--- config.mk ---
export PLATFORM = sky130hd
export DESIGN_NAME = paddle_ctrl
export DESIGN_NICKNAME = d
export VERILOG_FILES = /design/src/rtl/paddle_ctrl.sv
export SDC_FILE = /design/constraint.sdc
export NUM_CORES = 1
export LEC_CHECK = 0
export CAP_MARGIN = 20
export CORE_ASPECT_RATIO = 1.2
export CORE_MARGIN = 2
export CORE_UTILIZATION = 35
export CTS_CLUSTER_SIZE = 10
export DETAILED_ROUTE_END_ITERATION = 12
export PLACE_DENSITY = 0.5
export SYNTH_ARGS = -nofsm -noshare
export SYNTH_HDL_FRONTEND = slang
export SYNTH_SLANG_ARGS = --single-unit
--- constraint.sdc ---
create_clock -name clk -period 8.2 [get_ports clk]
set_input_delay 1.23 -clock clk [delete_from_list [all_inputs] [get_ports clk]]
set_output_delay 1.23 -clock clk [all_outputs]
set_load 0.02 [all_outputs]
--- src/rtl/paddle_ctrl.sv ---
// rtl/paddle_ctrl.sv - button levels to clamped paddle row with tap step and auto-repeat (option macro: PADDLE_ACCEL_EN)
module paddle_ctrl #(
  parameter int TICK_DIV      = 50000,
  parameter int REPEAT_DELAY  = 200,
  parameter int REPEAT_PERIOD = 10,
  parameter int STEP          = 4,
  parameter int Y_MAX         = 400,
  parameter int Y_INIT        = 200,
  parameter int ACCEL_AFTER   = 8
) (
  input  logic       clk,
  input  logic       rst_n,
  input  logic       up_click,
  input  logic       down_click,
  output logic [9:0] paddle_y,
  output logic       moving,
  output logic       at_limit
);

  localparam int PW = (TICK_DIV > 1) ? $clog2(TICK_DIV) : 1;
  localparam int CW = 16;
  localparam logic [PW-1:0] TICK_LAST   = PW'(TICK_DIV - 1);
  localparam logic [CW-1:0] DELAY_LAST  = CW'(REPEAT_DELAY - 1);
  localparam logic [CW-1:0] PERIOD_LAST = CW'(REPEAT_PERIOD - 1);
  localparam logic [9:0]    Y_INIT_V    = 10'(Y_INIT);
  localparam logic [9:0]    Y_MAX_V     = 10'(Y_MAX);
  localparam logic          LIMIT_INIT  = (Y_INIT == 0) || (Y_INIT == Y_MAX);

  typedef enum logic [1:0] {DIR_NONE, DIR_UP, DIR_DOWN} dir_t;
  typedef enum logic [1:0] {IDLE, DELAY, REPEAT} state_t;

  logic          up_s1, up_s2, dn_s1, dn_s2;
  dir_t          dir, dir_q;
  state_t        state;
  logic [PW-1:0] presc;
  logic          tick;
  logic [CW-1:0] tick_cnt;
  logic          dir_change;
  logic [10:0]   step_size;
  logic [9:0]    y_step;

  // Clamped position after one step; 11-bit math keeps the sum and difference from wrapping
  function automatic logic [9:0] step_y(input logic [9:0] y, input dir_t d, input logic [10:0] s);
    logic [10:0] w;
    w = {1'b0, y};
    if (d == DIR_UP) return (w < s) ? 10'd0 : 10'(w - s);
    else             return ((w + s) > {1'b0, Y_MAX_V}) ? Y_MAX_V : 10'(w + s);
  endfunction

  // Two-flop synchronizers for the levels coming from the 1 ms debouncer domain
  always_ff @(posedge clk or negedge rst_n) begin
    if (!rst_n) begin
      up_s1 <= 1'b0;
      up_s2 <= 1'b0;
      dn_s1 <= 1'b0;
      dn_s2 <= 1'b0;
    end else begin
      up_s1 <= up_click;
      up_s2 <= up_s1;
      dn_s1 <= down_click;
      dn_s2 <= dn_s1;
    end
  end

  // Direction decode: both or neither pressed means no motion
  always_comb begin
    dir = DIR_NONE;
    if (up_s2 && !dn_s2)      dir = DIR_UP;
    else if (dn_s2 && !up_s2) dir = DIR_DOWN;
  end

  // Free-running prescaler; tick phase is independent of button activity
  always_ff @(posedge clk or negedge rst_n) begin
    if (!rst_n)    presc <= '0;
    else if (tick) presc <= '0;
    else           presc <= presc + PW'(1);
  end

  assign tick       = (presc == TICK_LAST);
  assign dir_change = (dir != dir_q);

`ifdef PADDLE_ACCEL_EN
  localparam logic [7:0] ACCEL_LAST = 8'(ACCEL_AFTER);
  logic [7:0] rep_cnt;
  logic       rep_step;

  assign rep_step  = (state == REPEAT) && !dir_change && tick && (tick_cnt == PERIOD_LAST);
  assign step_size = ((state == REPEAT) && (rep_cnt >= ACCEL_LAST)) ? 11'(2 * STEP) : 11'(STEP);

  // Counts repeat steps taken in REPEAT, saturating once the doubled step is reached
  always_ff @(posedge clk or negedge rst_n) begin
    if (!rst_n)                                 rep_cnt <= '0;
    else if (state != REPEAT || dir_change)     rep_cnt <= '0;
    else if (rep_step && rep_cnt != ACCEL_LAST) rep_cnt <= rep_cnt + 8'd1;
  end
`else
  assign step_size = 11'(STEP);
`endif

  assign y_step = step_y(paddle_y, dir, step_size);

  // Motion FSM with registered position, moving and limit flags
  always_ff @(posedge clk or negedge rst_n) begin
    if (!rst_n) begin
      state    <= IDLE;
      dir_q    <= DIR_NONE;
      tick_cnt <= '0;
      paddle_y <= Y_INIT_V;
      moving   <= 1'b0;
      at_limit <= LIMIT_INIT;
    end else begin
      case (state)
        IDLE: begin
          if (dir != DIR_NONE) begin
            paddle_y <= y_step;
            at_limit <= (y_step == 10'd0) || (y_step == Y_MAX_V);
            dir_q    <= dir;
            tick_cnt <= '0;
            state    <= DELAY;
            moving   <= 1'b1;
          end
        end
        DELAY: begin
          if (dir_change) begin
            state    <= IDLE;
            tick_cnt <= '0;
            moving   <= 1'b0;
          end else if (tick) begin
            if (tick_cnt == DELAY_LAST) begin
              paddle_y <= y_step;
              at_limit <= (y_step == 10'd0) || (y_step == Y_MAX_V);
              tick_cnt <= '0;
              state    <= REPEAT;
            end else begin
              tick_cnt <= tick_cnt + CW'(1);
            end
          end
        end
        REPEAT: begin
          if (dir_change) begin
            state    <= IDLE;
            tick_cnt <= '0;
            moving   <= 1'b0;
          end else if (tick) begin
            if (tick_cnt == PERIOD_LAST) begin
              paddle_y <= y_step;
              at_limit <= (y_step == 10'd0) || (y_step == Y_MAX_V);
              tick_cnt <= '0;
            end else begin
              tick_cnt <= tick_cnt + CW'(1);
            end
          end
        end
        default: begin
          state    <= IDLE;
          tick_cnt <= '0;
          moving   <= 1'b0;
        end
      endcase
    end
  end

endmodule

* Yosys cells after proc, flatten, opt, wreduce, memory -nomap -nowiden *
Index checks and enable logic that the tools add are counted.

storage, ports and cells
  register bits after elaboration = 52
  bits of input ports = 4
  word-level logic and storage cells = 91

operators by class
  add/subtract/negate cells = 4
  order comparisons = 2
  eq/ne operators = 20
  muxes and demuxes = 39
  reduce and logical (&&, ||, !) cells = 15

operators with widths
  kind                                                            number
  2-to-1 mux 16 bit                                               8
  2-to-1 mux 10 bit                                               10
  case mux 16 bit (3 select lines)                                1
  adder 16 x 1 -> 16 bit, second input constant                   2
  case mux 10 bit (3 select lines)                                1
  equality test 16 bit, second input constant                     1
  equality test 16 x 4 -> 1 bit, second input constant            1
  equality test 16 x 8 -> 1 bit, second input constant            1
  != test 2 bit, second input constant                            8
  2-to-1 mux 2 bit                                                7
  adder 10 x 3 -> 11 bit, second input constant                   1
  greater-than comparator 11 x 9 -> 1 bit, second input constant  1
  equality test 10 x 9 -> 1 bit, second input constant            1
  zero test 10 bit                                                1
  less-than comparator 10 x 3 -> 1 bit, second input constant     1
  subtractor 10 x 3 -> 10 bit, second input constant              1
  2-to-1 mux 1 bit                                                9
  != test 3 bit, second input constant                            3
  AND reduction 8 bit                                             1
  case mux 2 bit (3 select lines)                                 1
  equality test 2 x 1 -> 1 bit, second input constant             2
  AND reduction 2 bit                                             2
  AND reduction 4 bit                                             1
  case mux 1 bit (3 select lines)                                 1
  other kinds (12)                                                14

* Logic depth before layout (Yosys ltp) *
Gate-level depths: netlist (run 1).

  word-level depth = 12
  mapped depth = 10

* Worst setup path after synthesis (run 1) *
No wires, ideal clock.

  path kind = register to register
  start = register paddle_y[2]
  end = register paddle_y[5]
  arrival = 2.576 ns
  required time = 8.072 ns
  path slack = 5.497 ns
  stages on the path, launching flop included = 11
  buffers on the path = 1
  clock period less this slack = 2.703 ns
  cells stage by stage = dfrtp_1 -> buf_2 -> inv_1 -> ha_1 -> or4b_4 -> or4_4 -> nand2_4 -> nor2_2 -> a211oi_2 -> o2bb2ai_1 -> mux2_1

between the ends
  longest elaborated chain between the ends = 8
  elaborated cells between the ends (all ways) = 15
  classes of those cells = add/sub: 2; order compare: 2; mux: 11

ends and longest elaborated chain
  what                                         RTL line  text
  start: declaration                           15        output logic [9:0] paddle_y,
  start signal: assignment                     115       paddle_y <= y_step;
  start signal: assignment                     130       paddle_y <= y_step;
  start signal: assignment                     146       paddle_y <= y_step;
  adder 10 x 3 -> 11 bit                       47        else return ((w + s) > {1'b0, Y_MAX_V}) ? Y_MAX_V : 10'(w + s);
  greater-than comparator 11 x 9 -> 1 bit      47
  2-to-1 mux 10 bit                            47
  2-to-1 mux 10 bit *                          46        if (d == DIR_UP) return (w < s) ? 10'd0 : 10'(w - s);
  2-to-1 mux 10 bit, on equally long branches  145, 129
  2-to-1 mux 10 bit, on equally long branches  144, 128
  2-to-1 mux 10 bit, on equally long branches  140, 124
  case mux 10 bit (3 select lines) *           112       case (state)

Mark *: on every way between the ends. The rest lies on a longest branch, timed or not. The select of a mux whose other input is x is not followed.
A chain may end at the register's enable or synchronous reset.

* Final worst setup path (run 1) *
  start = register paddle_y[5]
  end = output port paddle_y[5]

No word-level cell between the ends.

==> results of run 1 <==
## metal layers
metal  up-vias  global-route usage [%]  wire (um)
met4         0                   4.176         38
li1       1147                       -          -
met2        19                   23.86       3026
met5         -                       0          0
met1      1128                   16.59       2743
met3         2                   2.178         96
## layout by cell type, fill, tap and decap left out, types with 3 or more instances in the layout
cell	netlist	final
a21oi_1	8	8
nor2_1	37	37
o21a_1	4	4
or2_2	3	3
nor4_1	3	3
clkbuf_8	4	7
nor2b_1	3	3
and2_1	3	3
nor4b_1	3	3
nand2b_1	4	4
nand2_1	27	27
and3_1	8	8
clkdlybuf4s50_1	0	14
inv_1	9	9
nand4_1	7	7
ha_1	12	12
mux2_2	4	4
dfstp_2	3	3
dfrtp_1	49	49
xor2_1	21	21
a21o_1	4	4
nor3_1	6	6
or3_1	6	6
nand3_1	17	17
o21ai_0	12	12
xnor2_1	13	13
## power by group through the flow
stage | clock network (uW) | logic [uW] | registers, uW
2_1_floorplan | 0 | 339 | 353
3_3_place_gp | 0 | 403 | 376
3_5_place_dp | 0 | 403 | 377
4_1_cts | 163 | 405 | 372
5_1_grt | 174 | 448 | 381
6_report | 154 | 397 | 371
## state kept, by name (all words and copies together) (netlist names)
name / cells
paddle_y: 10
dn_s2: 1
up_s1: 1
state: 2
at_limit: 1
dir_q: 2
tick_cnt: 16
moving: 1
dn_s1: 1
up_s2: 1
presc: 16
## worst reg2reg max path: cells and delay by family, from the launching register on
| family | cells | cell delay, ns |
|---|---|---|
| buf+inv | 1 | 0.14 |
| fa+ha+maj | 1 | 0.22 |
| simple gates | 4 | 1.17 |
| flops | 1 | 0.56 |
| compound gates | 3 | 0.64 |
## final timing paths
| path | from | to | slack [ns] | depth (start not counted) |
|---|---|---|---|---|
| min | dn_s1 | dn_s2 | 0.36 | 0 |
| max reg2reg | paddle_y[2] | at_limit | 5.37 | 9 |
| max in group asynchronous | rst_n | presc[5] | 6.72 | 2 |
| min reg2reg | dn_s1 | dn_s2 | 0.36 | 0 |
| max | paddle_y[5] | paddle_y[5] | 5.21 | 1 |
| min in group asynchronous | rst_n | presc[0] | 1.03 | 2 |
## Yosys cell counts, types with 2 or more instances
library cell	instances	area [um2]
clkbuf_8	4	55.05
and3_1	8	50.05
xnor2_1	13	113.9
or2_2	3	18.77
a21oi_1	8	40.04
o21ai_1	2	10.01
nor4_1	3	18.77
nand2_1	27	101.4
clkbuf_1	6	22.52
dfstp_2	3	78.83
nor3_1	6	30.03
ha_1	12	150.1
a41oi_1	2	17.52
nand2b_1	4	25.02
nor2_1	37	138.9
and4_1	2	17.52
mux2_2	4	45.04
o21ai_0	12	60.06
o22ai_1	2	12.51
nor4b_1	3	26.28
nand3_1	17	85.08
nand4_1	7	43.79
a21boi_0	2	15.01
and2_1	3	18.77
dfrtp_1	49	1226
o21a_1	4	30.03
or3_1	6	37.54
o31ai_1	2	15.01
a211oi_2	2	25.02
a21o_1	4	30.03
buf_2	3	15.01
nor4bb_1	2	20.02
inv_1	9	33.78
o2bb2ai_1	2	17.52
xor2_1	21	183.9
nor2b_1	3	18.77
## per-stage QoR
stage	hold slack (ns)	total power [uW]	area, um2
4_1_cts	0.3687	938.9	3387
5_1_grt	0.3667	1002	3387
3_3_place_gp	0.3336	778.7	3291
3_5_place_dp	0.3362	780.1	3291
2_1_floorplan	0.3312	691.6	3103
6_report	0.3598	922.0	3387
## final cells by class
cell class	count	area (um2)	area share (%)
clock buffers	7	96.34	2.844
inverters	9	33.78	0.9974
multi-input cells	246	1653	48.80
flip-flops and latches	52	1305	38.53
well taps	117	146.4	4.322
repair buffers	16	152.6	4.507
## logic make-up (layout without fill, tap and decap cells)
group | count (synthesis) | in the layout | synth area share (%)
simple gates | 140 | 140 | 24.15
compound gates | 55 | 55 | 12.86
flops | 52 | 52 | 42.06
xor+xnor | 34 | 34 | 9.597
buf+inv | 24 | 32 | 4.677
fa+ha+maj | 12 | 12 | 4.839
mux | 5 | 5 | 1.814
==> flow_summary.json, run 1 <==
{
  "dpl.hpwl_mm": 4.183,
  "pwr-share-clk_pct": 16.7,
  "initial_core_util_pct": 36.04,
  "hp-class": "reg -> reg",
  "cts_made_buffers": 5,
  "end_kind": "output pin",
  "final_nets": 346,
  "status": "finished, final reports clean",
  "ioPinCount": 16,
  "path_cells": "clkdlybuf4s50_1",
  "intPower_uw": 547.2,
  "cts_root_buffer": "clkbuf_8",
  "cp_max_fo": 19,
  "clk_pin_slew_ns": 0.09,
  "drc": 0,
  "timing.fmax_ghz": 0.3339,
  "syn_inst": 322,
  "final_antenna_net_count": 0,
  "synth_edf_count": 0,
  "crit_type": "reg -> out",
  "clock-sinks": 52,
  "place_congestion": 0.7410,
  "setup-tns-final_ns": 0,
  "syn_to_final_growth_pct": 9.153,
  "grt_use_total_pct": 13.35,
  "finalCriticalPeriod_ns": 2.995,
  "crit_buf_inv": 1,
  "diodes": 0,
  "stdcell_count": 447,
  "netlist_area_mm2": 0.003103,
  "clockBufferDepth": 2,
  "cp_slowest_cell": "dfrtp_1",
  "utilization_pct": 39.33,
  "seqPwrFrac_pct": 40.2,
  "ys_ff_latch": 52,
  "comb_power_share_pct": 43.1,
  "avgSynthCellArea_um2": 9.637,
  "port_buffers": 15,
  "die_h_um": 107.1,
  "dieArea_mm2": 0.009638,
  "vias": 2296,
  "synthFlopType": "dfrtp_1",
  "cts_resized": 0,
  "h-tree-depth": 2,
  "hold_viol_final": 0,
  "vias_per_cell": 5.136,
  "grt_setup_unrepaired": "no",
  "async_reset_ff_share_pct": 100.0,
  "routed_wl_mm": 5.905,
  "grt_max_degree": 53,
  "pre_cts_slack_ns": 5.343,
  "cap_violations": 0,
  "placement_rows": 37,
  "grt_pass1_wl_mm": 10.73,
  "routedWlPerCell_um": 13.21,
  "antenna_found_initial": 0,
  "crit_family": "flip-flops",
  "ys_seq_area_share_pct": 42.06,
  "power_switching_uw": 374.8,
  "setup_violations": 0,
  "drv_slew": 0,
  "fin_worst_skew_ns": 0.009532,
  "p_per_area_mw_per_mm2": 272.2,
  "dr.first_iter.drc_count": 75,
  "nFillCells": 901,
  "syn_nets": 338,
  "ys_warn_count": 0,
  "switching_share_pct": 40.65,
  "vdd_drop_max_uv": 98.48,
  "fin_ws_ns": 5.205,
  "placed_cells": 440,
  "drive_above_1_share_pct": 10.30,
  "clk_latency_ns": 0.30,
  "finalCritPeriodShare_pct": 36.52,
  "worst_slew_pin_slew_ns": 0.8117,
  "core_area_mm2": 0.008611,
  "critPathRequiredTime_ns": 6.97,
  "ys_types": 61,
  "overflow": 0,
  "die-width_um": 89.96,
  "slowest_delay_ns": 0.74,
  "maxSlewHeadroom_pct": 45.78,
  "tritoncts": "built",
  "start_kind": "flip-flop",
  "firstDrtPassIters": 4,
  "grt_pass1_vias": 2286,
  "postCtsSetupRepairBufs": 0,
  "crit_arrival_ns": 1.76,
  "leakagePower_uw": 0.001443,
  "ctsHoldBuffers": 0
}
(Power assumes the default switching activity.)
==> run 2, diff against run 1 <==
clock period = 2.98 ns   (was 8.2 ns; I/O delays follow)
==> flow_summary.json, run 2 (synthesized netlist as in run 1, its figures left out) <==
{
  "timing.fmax_ghz": 0.3708,
  "drive_above_1_share_pct": 13.16,
  "setup-tns-final_ns": 0,
  "cts_resized": 0,
  "start_kind": "flip-flop",
  "cap_violations": 0,
  "final_common_cell": "dfrtp_1",
  "total_power_uw": 2612,
  "crit_start": "paddle_y[2]",
  "dr.first_iter.drc_count": 82,
  "syn_to_final_growth_pct": 11.73,
  "nFillCells": 869,
  "vias_per_cell": 4.943,
  "firstDrtPassIters": 4,
  "cp_slowest_cell": "or4b_4",
  "grt_max_degree": 30,
  "ctsHoldBuffers": 0,
  "crit_arrival_ns": 2.90,
  "overflow": 0,
  "final_antenna_net_count": 0,
  "antenna_found_initial": 0,
  "cts_made_buffers": 5,
  "top_regs": "presc (16), tick_cnt (16), paddle_y (10)",
  "drv_slew": 0,
  "clk_pin_slew_ns": 0.09,
  "path_cells": "inv_1 -> ha_1 -> or4b_4 -> or4_4 -> nand2_4 -> nor2_2 -> a211oi_2 -> o2bb2ai_1 -> o41ai_2",
  "clock-sinks": 52,
  "ioPinCount": 16,
  "drc": 0,
  "die-width_um": 89.96,
  "placement_rows": 37,
  "worst_slew_pin_slew_ns": 0.7975,
  "grt_pass1_wl_mm": 10.89,
  "stdcell_count": 459,
  "dieArea_mm2": 0.009638,
  "die_h_um": 107.1,
  "maxSlewHeadroom_pct": 46.72,
  "fin_worst_skew_ns": 0.009218,
  "grt_use_total_pct": 13.78,
  "end_kind": "flip-flop",
  "critPathRequiredTime_ns": 3.18,
  "diodes": 0,
  "clockBufferDepth": 2,
  "initial_core_util_pct": 36.04,
  "dpl.hpwl_mm": 4.445,
  "port_buffers": 15,
  "status": "finished, final reports clean",
  "p_per_area_mw_per_mm2": 753.3,
  "hold_viol_final": 0,
  "cp_max_fo": 9,
  "core_area_mm2": 0.008611,
  "leakagePower_uw": 0.001491,
  "crit_type": "reg -> reg",
  "routedWlPerCell_um": 13.28,
  "vdd_drop_max_uv": 406.8,
  "slowest_delay_ns": 0.50,
  "place_congestion": 0.8640,
  "final_cell_mix": "dfrtp_1 (49), nor2_1 (37), nand2_1 (27)",
  "grt_pass1_vias": 2288,
  "finalCriticalPeriod_ns": 2.697,
  "placed_cells": 451,
  "routed_wl_mm": 6.095,
  "regToRegStartpoint": "paddle_y[2]",
  "vias": 2269,
  "finalCritPeriodShare_pct": 90.49,
  "tritoncts": "built",
  "h-tree-depth": 2,
  "cts_root_buffer": "clkbuf_8",
  "final_nets": 357,
  "postCtsSetupRepairBufs": 0,
  "hp-class": "in -> async",
  "grt_setup_unrepaired": "no",
  "setup_violations": 0,
  "clk_latency_ns": 0.30
}
==> run 2: cell types whose count changed in the layout (fill, tap and decap cells not counted) <==
cell | before | now
buf_4 | 1 | 12
clkbuf_1 | 0 | 1
clkinvlp_4 | 0 | 1
clkbuf_8 | 7 | 6
==> run 2: critical path: cells and delay by family (launching register included) <==
family | cells | cell delay (ns)
flops | 1 | 0.48
fa+ha+maj | 1 | 0.20
compound gates | 3 | 0.66
buf+inv | 1 | 0.11
simple gates | 4 | 1.16
==> run 2: cell type report <==
class                      count  area (um2)  area share, %
multi-input combinational    246        1653          47.67
sequential                    52        1305          37.64
timing repair buffer          27       235.2          6.785
tap                          117       146.4          4.222
clock buffer                   7       86.33          2.490
inverter                       9       33.78         0.9744
clock inverter                 1       7.507         0.2165
==> run 2: routing by layer <==
| layer | GRT usage [%] | part of all wire (%) | vias up |
|---|---|---|---|
| li1 | - | - | 1165 |
| met1 | 17.04 | 47 | 1072 |
| met3 | 2.389 | 2.8 | 5 |
| met4 | 4.615 | 1.5 | 0 |
| met2 | 24.46 | 49 | 27 |
| met5 | 0 | 0 | - |
==> run 2: path summary, 6_finish.rpt <==
| kind | to | slack (ns) | cells past startpoint |
|---|---|---|---|
| max | at_limit | 0.28 | 9 |
| min | presc[2] | 0.16 | 1 |
| max reg2reg | at_limit | 0.28 | 9 |
| min reg2reg | dn_s2 | 0.35 | 0 |
| max in group asynchronous | paddle_y[7] | 2.09 | 2 |
| min in group clk | dn_s2 | 0.35 | 0 |
==> run 2: metrics by stage <==
stage	util (%)	instance area, um2	hold WS [ns]	setup slack [ns]
3_5_place_dp	39.17	3373	0.3347	0.3134
6_report	40.26	3467	0.1576	0.2834
3_3_place_gp	39.17	3373	0.3345	0.3608
2_1_floorplan	-	3103	0.1514	0.2767
4_1_cts	40.26	3467	0.1866	0.2855
5_1_grt	40.26	3467	0.2121	0.08268
==> run 2: where the power goes <==
part / switching [uW] / total [uW] / leakage, uW / internal, uW
clock: 227 / 416 / 0.0000445 / 189
sequential: 174 / 988 / 0.000678 / 815
combinational: 662 / 1210 / 0.000768 / 545
==> run 3, diff against run 2 <==
CORE_UTILIZATION = 30   (was 35)
PLACE_DENSITY = 0.45   (was 0.5)
==> flow_summary.json, run 3 (synthesized netlist as in run 1, its figures left out) <==
{
  "timing.hold.ws_ns": 0.05662,
  "tritoncts": "built",
  "grt_pass1_vias": 2353,
  "vdd_drop_max_uv": 238.7,
  "critPathRequiredTime_ns": 3.17,
  "routedWlPerCell_um": 13.94,
  "grt_use_total_pct": 12.01,
  "crit_start": "paddle_y[2]",
  "finalCriticalPeriod_ns": 2.801,
  "cts_root_buffer": "clkbuf_16",
  "nFillCells": 1018,
  "drive_above_1_share_pct": 12.68,
  "final_antenna_net_count": 0,
  "cts_resized": 0,
  "utilization_pct": 35.56,
  "diodes": 0,
  "regToRegStartpoint": "paddle_y[2]",
  "leakagePower_uw": 0.001536,
  "final_cell_mix": "dfrtp_1 (49), nor2_1 (37), nand2_1 (27)",
  "place_congestion": 0.8063,
  "fin_worst_skew_ns": 0.005426,
  "syn_to_final_growth_pct": 15.28,
  "antenna_found_initial": 0,
  "multiInputGateArea_mm2": 0.001653,
  "setup-tns-final_ns": 0,
  "clockBufferDepth": 2,
  "dr.first_iter.drc_count": 92,
  "dieArea_mm2": 0.01118,
  "maxSlewHeadroom_pct": 52.91,
  "end_kind": "flip-flop",
  "firstDrtPassIters": 4,
  "postCtsSetupRepairBufs": 0,
  "p_per_area_mw_per_mm2": 849.3,
  "drc": 0,
  "port_buffers": 15,
  "final_common_cell": "dfrtp_1",
  "final-seq-area_mm2": 0.001305,
  "vias_per_cell": 4.955,
  "core_area_mm2": 0.01006,
  "crit_arrival_ns": 2.99,
  "placement_rows": 40,
  "overflow": 0,
  "clk_latency_ns": 0.29,
  "vias": 2304,
  "finalCritPeriodShare_pct": 94.00,
  "clk_pin_slew_ns": 0.07,
  "timing.fmax_ghz": 0.3570,
  "grt_pass1_wl_mm": 11.10,
  "die_h_um": 115.4,
  "hp-class": "in -> async",
  "worst_slew_pin_slew_ns": 0.7016,
  "die-width_um": 96.84,
  "status": "finished, final reports clean",
  "routed_wl_mm": 6.480,
  "setup_violations": 0,
  "grt_setup_unrepaired": "no",
  "final_cell_area_mm2": 0.003577,
  "hold_viol_final": 0,
  "drv_slew": 0,
  "start_kind": "flip-flop",
  "place_area_mm2": 0.003362,
  "cap_violations": 0,
  "cp_max_fo": 11,
  "final_nets": 354,
  "crit_type": "reg -> reg",
  "h-tree-depth": 2,
  "clock-sinks": 52,
  "cts_made_buffers": 5,
  "ioPinCount": 16,
  "ctsHoldBuffers": 0,
  "top_regs": "presc (16), tick_cnt (16), paddle_y (10)",
  "initial_core_util_pct": 30.85,
  "dpl.hpwl_mm": 4.698,
  "grt_max_degree": 39
}
run 3: cell types whose count changed in the layout (fill, tap and decap cells not counted):
| cell | previous run | this run |
|---|---|---|
| clkbuf_8 | 6 | 0 |
| buf_4 | 12 | 9 |
| clkbuf_16 | 0 | 5 |
| bufinv_16 | 0 | 3 |
| clkinvlp_4 | 1 | 0 |
| clkbuf_1 | 1 | 0 |
run 3: metrics by stage:
step | cells | power [uW] | worst slack (ns)
5_1_grt | 465 | 3243 | 0.03340
2_1_floorplan | 322 | 1903 | 0.2767
3_3_place_gp | 457 | 2247 | 0.3167
3_5_place_dp | 457 | 2244 | 0.2269
6_report | 465 | 3038 | 0.1789
4_1_cts | 465 | 3080 | 0.2183
run 3: worst max-delay path, cell delays in order (launching register included):
cell,delay [ns]
dfrtp_1,0.48
ha_1,0.38
a21oi_1,0.26
o21bai_1,0.13
a311oi_1,0.43
a211oi_2,0.12
buf_4,0.18
a221oi_1,0.25
o2bb2ai_1,0.15
o41ai_2,0.32
run 3: final timing paths:
kind | cells past startpoint | slack, ns | end
max | 9 | 0.18 | at_limit
min | 1 | 0.06 | tick_cnt[2]
max reg2reg | 9 | 0.18 | at_limit
min reg2reg | 0 | 0.35 | dn_s2
max in group asynchronous | 2 | 2.09 | paddle_y[3]
min in group clk | 0 | 0.35 | dn_s2
run 3: power by group:
part	internal [uW]	leakage (uW)	switching [uW]
sequential	815	0.000678	182
clock	566	0.000104	257
combinational	543	0.000753	674
total	1920	0.00154	1110
run 3: area by class of cell:
cell class | instances | share of cell area, %
Inverter | 9 | 0.9444
Clock inverter | 3 | 2.518
Multi-Input combinational cell | 246 | 46.21
Tap cell | 126 | 4.407
Timing Repair Buffer | 24 | 5.946
Sequential cell | 52 | 36.48
Clock buffer | 5 | 3.498
run 3: metal layers:
layer	share of wire, %	wire (um)	track usage, %
met2	51	3328	22.18
met4	1.4	89	4.601
met5	0	0	0
met1	46	2955	14.24
met3	1.7	107	1.689
